$ cat src/rtl/mont_digit_sequencer.sv
// Radix-4 digit sequencer for a Montgomery datapath: loads an operand and issues
// its 2-bit digits least-significant first over a valid/ready handshake.
module mont_digit_sequencer #(
  parameter int unsigned WIDTH  = 1028,
  parameter int unsigned DIGITS = WIDTH / 2,
  parameter int unsigned IW     = $clog2(DIGITS)
) (
  input  logic             clk,
  input  logic             restn,
  input  logic             start,
  input  logic             abort,
  input  logic [WIDTH-1:0] operand,
  output logic             digit_valid,
  input  logic             digit_ready,
  output logic [1:0]       digit,
  output logic [IW-1:0]    digit_idx,
  output logic             last,
  output logic             busy,
  output logic             done
);

  localparam logic [1:0] StIdle  = 2'd0;
  localparam logic [1:0] StIssue = 2'd1;
  localparam logic [1:0] StDone  = 2'd2;

  localparam logic [IW-1:0] LastIdx = IW'(DIGITS - 1);

  logic [1:0]       state_q, state_d;
  logic [WIDTH-1:0] opnd_q, opnd_d;
  logic [IW-1:0]    cnt_q, cnt_d;

  logic in_issue;
  logic is_last;

  assign in_issue = (state_q == StIssue);
  assign is_last  = (cnt_q == LastIdx);

  always_comb begin
    state_d = state_q;
    opnd_d  = opnd_q;
    cnt_d   = cnt_q;
    // Abort wins over start and over a transfer on the same edge.
    if (abort) begin
      state_d = StIdle;
    end else begin
      case (state_q)
        StIdle: begin
          if (start) begin
            opnd_d  = operand;
            cnt_d   = '0;
            state_d = StIssue;
          end
        end
        StIssue: begin
          if (digit_ready) begin
            if (is_last) begin
              // Counter holds at the final index instead of wrapping.
              state_d = StDone;
            end else begin
              opnd_d = {2'b00, opnd_q[WIDTH-1:2]};
              cnt_d  = cnt_q + 1'b1;
            end
          end
        end
        StDone:  state_d = StIdle;
        default: state_d = StIdle;
      endcase
    end
  end

  always_ff @(posedge clk or negedge restn) begin
    if (!restn) begin
      state_q <= StIdle;
      opnd_q  <= '0;
      cnt_q   <= '0;
    end else begin
      state_q <= state_d;
      opnd_q  <= opnd_d;
      cnt_q   <= cnt_d;
    end
  end

  assign digit_valid = in_issue;
  assign digit       = in_issue ? opnd_q[1:0] : 2'b00;
  assign digit_idx   = in_issue ? cnt_q : '0;
  assign last        = in_issue && is_last;
  assign busy        = (state_q != StIdle);
  assign done        = (state_q == StDone);

endmodule

$ cat config.mk
export PLATFORM = sky130hd
export DESIGN_NAME = mont_digit_sequencer
export DESIGN_NICKNAME = d
export VERILOG_FILES = /design/src/rtl/mont_digit_sequencer.sv
export SDC_FILE = /design/constraint.sdc
export NUM_CORES = 2
export LEC_CHECK = 0
export CAP_MARGIN = 20
export CORE_AREA = 2 2 409 411
export DETAILED_ROUTE_END_ITERATION = 16
export DIE_AREA = 0 0 411 413
export DONT_BUFFER_PORTS = 1
export GPL_TIMING_DRIVEN = 1
export HOLD_SLACK_MARGIN = 0.15
export PLACE_DENSITY = 0.52
export RECOVER_POWER = 50
export SKIP_LAST_GASP = 1
export SYNTH_ARGS = -nofsm -noshare
export SYNTH_HDL_FRONTEND = slang
export SYNTH_SLANG_ARGS = --single-unit
export TNS_END_PERCENT = 1
$ cat constraint.sdc
create_clock -name clk -period 2 [get_ports clk]
set_input_delay 0.2 -clock clk [delete_from_list [all_inputs] [get_ports clk]]
set_output_delay 0.2 -clock clk [all_outputs]
set_load 0.01 [all_outputs]
==> flow_metrics.env <==
export IMPL_power_per_cell_area_nw_per_um2=935
export IMPL_cts_hold_buf=1234
export IMPL_initial_core_util_pct=31.8
export IMPL_r2r_start="state_q[1]$_DFFE_PN0P_"
export IMPL_h_tree_depth=3
export IMPL_synth_largest_area_cell="dfrtp_1"
export IMPL_hold_class="in -> async"
export IMPL_clk_latency_ps=760
export IMPL_io_buffers=0
export IMPL_multi_input_area_um2=25100
export IMPL_detail_route_wl_per_cell_um=18.9
export IMPL_cp_max_fo=5
export IMPL_area_growth_syn_to_layout_pct=39.5
export IMPL_synthesis_nets=6604
export IMPL_maxCapViolations=0
export IMPL_violations="negative hold slack, max-slew violations, negative setup slack"
export IMPL_synthAdderAreaFrac_pct=0.0475
export IMPL_grt_usage_pct=19.6
export IMPL_period_share_pct=118
export IMPL_grt_overflow=0
export IMPL_rsz0062_at_grt="true"
export IMPL_path_class="reg -> out"
export IMPL_maxSlewHeadroom_pct=-4.64
export IMPL_antenna_found_initial=46
export IMPL_syn_area_per_cell_um2=9.47
export IMPL_ir_drop_uv=898
export IMPL_cts_buffer_depth=3
export IMPL_grt_pass1_wl_mm=262
export IMPL_synth_area_um2=52700
export IMPL_cellLeakagePower_nw=35.9
export IMPL_worst_slack_ps=-354
export IMPL_fill_cells=15125
export IMPL_finalHoldViolCount=527
export IMPL_status="complete, but fails checks"
export IMPL_fin_hold_ws_ps=-879
export IMPL_drt_iter0_markers=3251
export IMPL_clock_sinks=1040
export IMPL_dp_cells=7642
export IMPL_layoutNonFillerInstCount=9187
export IMPL_setup_viol=1040
export IMPL_cts_buffers=120
export IMPL_grt_max_degree=1041
export IMPL_die_h_um=413
export IMPL_end_kind="output port"
export IMPL_pre_cts_slack_ps=-188
export IMPL_gp_congestion=0.844
export IMPL_drc=0
export IMPL_synth_seq_cells=1040
export IMPL_viasPerCell=4.77
export IMPL_drv_slew=91
export IMPL_num_nets_final=7864
export IMPL_ys_types=39
export IMPL_clk_pin_slew_ps=60
export IMPL_async_flop_share_pct=100
export IMPL_crit_required_ps=1800
export IMPL_synth_edf_count=0
export IMPL_synth_simple_gate_area_share_pct=22.4
export IMPL_wirelength_mm=174
export IMPL_ys_warn_count=0
export IMPL_synth_mux_area_share_pct=24.5
export IMPL_synth_compound_area_share_pct=0.335
export IMPL_max_freq_ghz=0.425
export IMPL_drt_antenna_violating_nets=0
export IMPL_worstPathArrival_ps=2150
export IMPL_netlist_area_leader_share_pct=49.4
export IMPL_start_kind="register"
export IMPL_num_vias=43814
export IMPL_die_w_um=411
export IMPL_fp_row_count=150
export IMPL_regArea_um2=26000
export IMPL_drive_gt1_share_pct=21.5
export IMPL_root_buffer="clkbuf_16"
export IMPL_top_level_ports=1049
export IMPL_skew_ps=25.6
export IMPL_ys_seq_area_share_pct=49.4
export IMPL_regToRegSetupSlack_ps=-350
export IMPL_reg2reg_to="opnd_q[862]$_DFFE_PN0P_"
export IMPL_synthXorXnorAreaFrac_pct=0
export IMPL_dp_hpwl_mm=112
export IMPL_fin_crit_ps=2350
export IMPL_synth_main_ff_cell="dfrtp_1"
export IMPL_firstDrtPassIters=6
export IMPL_r2r_cells=8
export IMPL_synth_top_family_by_area="multiplexers"
export IMPL_dieArea_um2=170000
export IMPL_max_slew_worst_pin_slew_ps=1570
export IMPL_syn_inst=5569
export IMPL_synth_area_top_cells="dfrtp_1 (49%), nand2_1 (22%), mux2_2 (14%)"
export IMPL_core_area_um2=166000
export IMPL_grt_pass1_vias=45570
export IMPL_cts_tree="yes"
-- state kept, by name (all words and copies together) (netlist names) --
register  count
opnd_q     1028
cnt_q        10
state_q       2
-- per-layer routing --
metal / vias to the layer above / wire length (um) / global-route usage [%]
li1: 20328 / - / -
met1: 21386 / 73000 / 24.5
met2: 1635 / 82000 / 31.9
met3: 461 / 10600 / 4.48
met4: 4 / 8370 / 9.62
met5: - / 21 / 0
-- power breakdown --
part,leakage [nW],switching (W),internal (W)
clock,1.98,0.00935,0.0134
combinational,21.3,0.00649,0.00944
sequential,12.6,0.00330,0.0268
-- stage by stage --
step           area, um2  power, W  TNS, ps  util, %
4_1_cts            72900    0.0685  -218230     43.9
2_1_floorplan      52900    0.0399   -18130        -
5_1_grt            73500    0.0724  -325020     44.3
3_3_place_gp       56300    0.0429   -99820     33.9
6_report           73500    0.0688  -237820     44.3
3_5_place_dp       56300    0.0434   -87000     33.9
-- synth_stat cells, types with 4 or more instances --
cell type and number:
buf_2 72, a21oi_1 5, mux2_2 663, mux2_4 364, dfrtp_1 1040, and2_1 11
o21ai_0 4, a31oi_1 6, clkbuf_1 232, nand2_1 3085, buf_6 43, nor2_1 5
-- repair_timing --
item                                     CTS  global route
cloned                                     3             6
pin swaps                                  1             2
endpoints found under the hold margin   2079           527
gates resized for setup                   30            29
setup buffers                              9            12
endpoints found under the setup margin   964          1181
-- placed cells by master (no fill, tap or decap), types with 7 or more instances in the layout --
cell           count
and2_4             8
buf_12            73
buf_4            156
bufinv_16          7
clkbuf_1          41
clkbuf_16        128
clkbuf_8          33
clkinv_2          12
dfrtp_1         1039
diode_2           49
dlygate4sd3_1   1234
mux2_2           655
mux2_4           372
nand2_1         3085
-- cell type report --
type	instances	share of cell area, %
clock buffers	196	4.98
well taps	2204	3.75
diodes	49	0.167
inverters	3	0.0374
clock inverters	31	0.551
repair inverters	1	0.0119
repair buffers	1485	21.0
flip-flops and latches	1040	35.4
multi-input cells	4178	34.1
-- critical path, cell delays in order (launching register included) --
cell	delay [ps]
dfrtp_1	390
buf_6	120
nand2b_4	170
buf_4	150
buf_8	120
buf_12	120
buf_12	120
nor2_4	70
buf_6	120
-- logic make-up (layout without fill, tap and decap cells) --
| logic type | count (synthesis) | in the layout |
|---|---|---|
| other | 0 | 49 |
| DFF | 1040 | 1040 |
| muxes | 1028 | 1028 |
| adders and majority gates | 2 | 2 |
| AOI/OAI and AO/OA | 26 | 26 |
| and+or+nand+nor | 3122 | 3122 |
| buffers and inverters | 351 | 1716 |
-- worst max-delay path by stage --
stage,start,to,slack [ps],cells after the start
after detailed placement,state_q[0]$_DFFE_PN0P_,opnd_q[221]$_DFFE_PN0P_,-190,7
after floorplan,cnt_q[8]$_DFFE_PN0P_,opnd_q[626]$_DFFE_PN0P_,-60,8
after CTS,state_q[1]$_DFFE_PN0P_,last,-490,6
after global placement,state_q[0]$_DFFE_PN0P_,opnd_q[106]$_DFFE_PN0P_,-200,7
final,state_q[1]$_DFFE_PN0P_,digit_idx[1],-350,8
after global routing,state_q[1]$_DFFE_PN0P_,digit_idx[1],-470,8
Power figures use the tool's default switching activity.
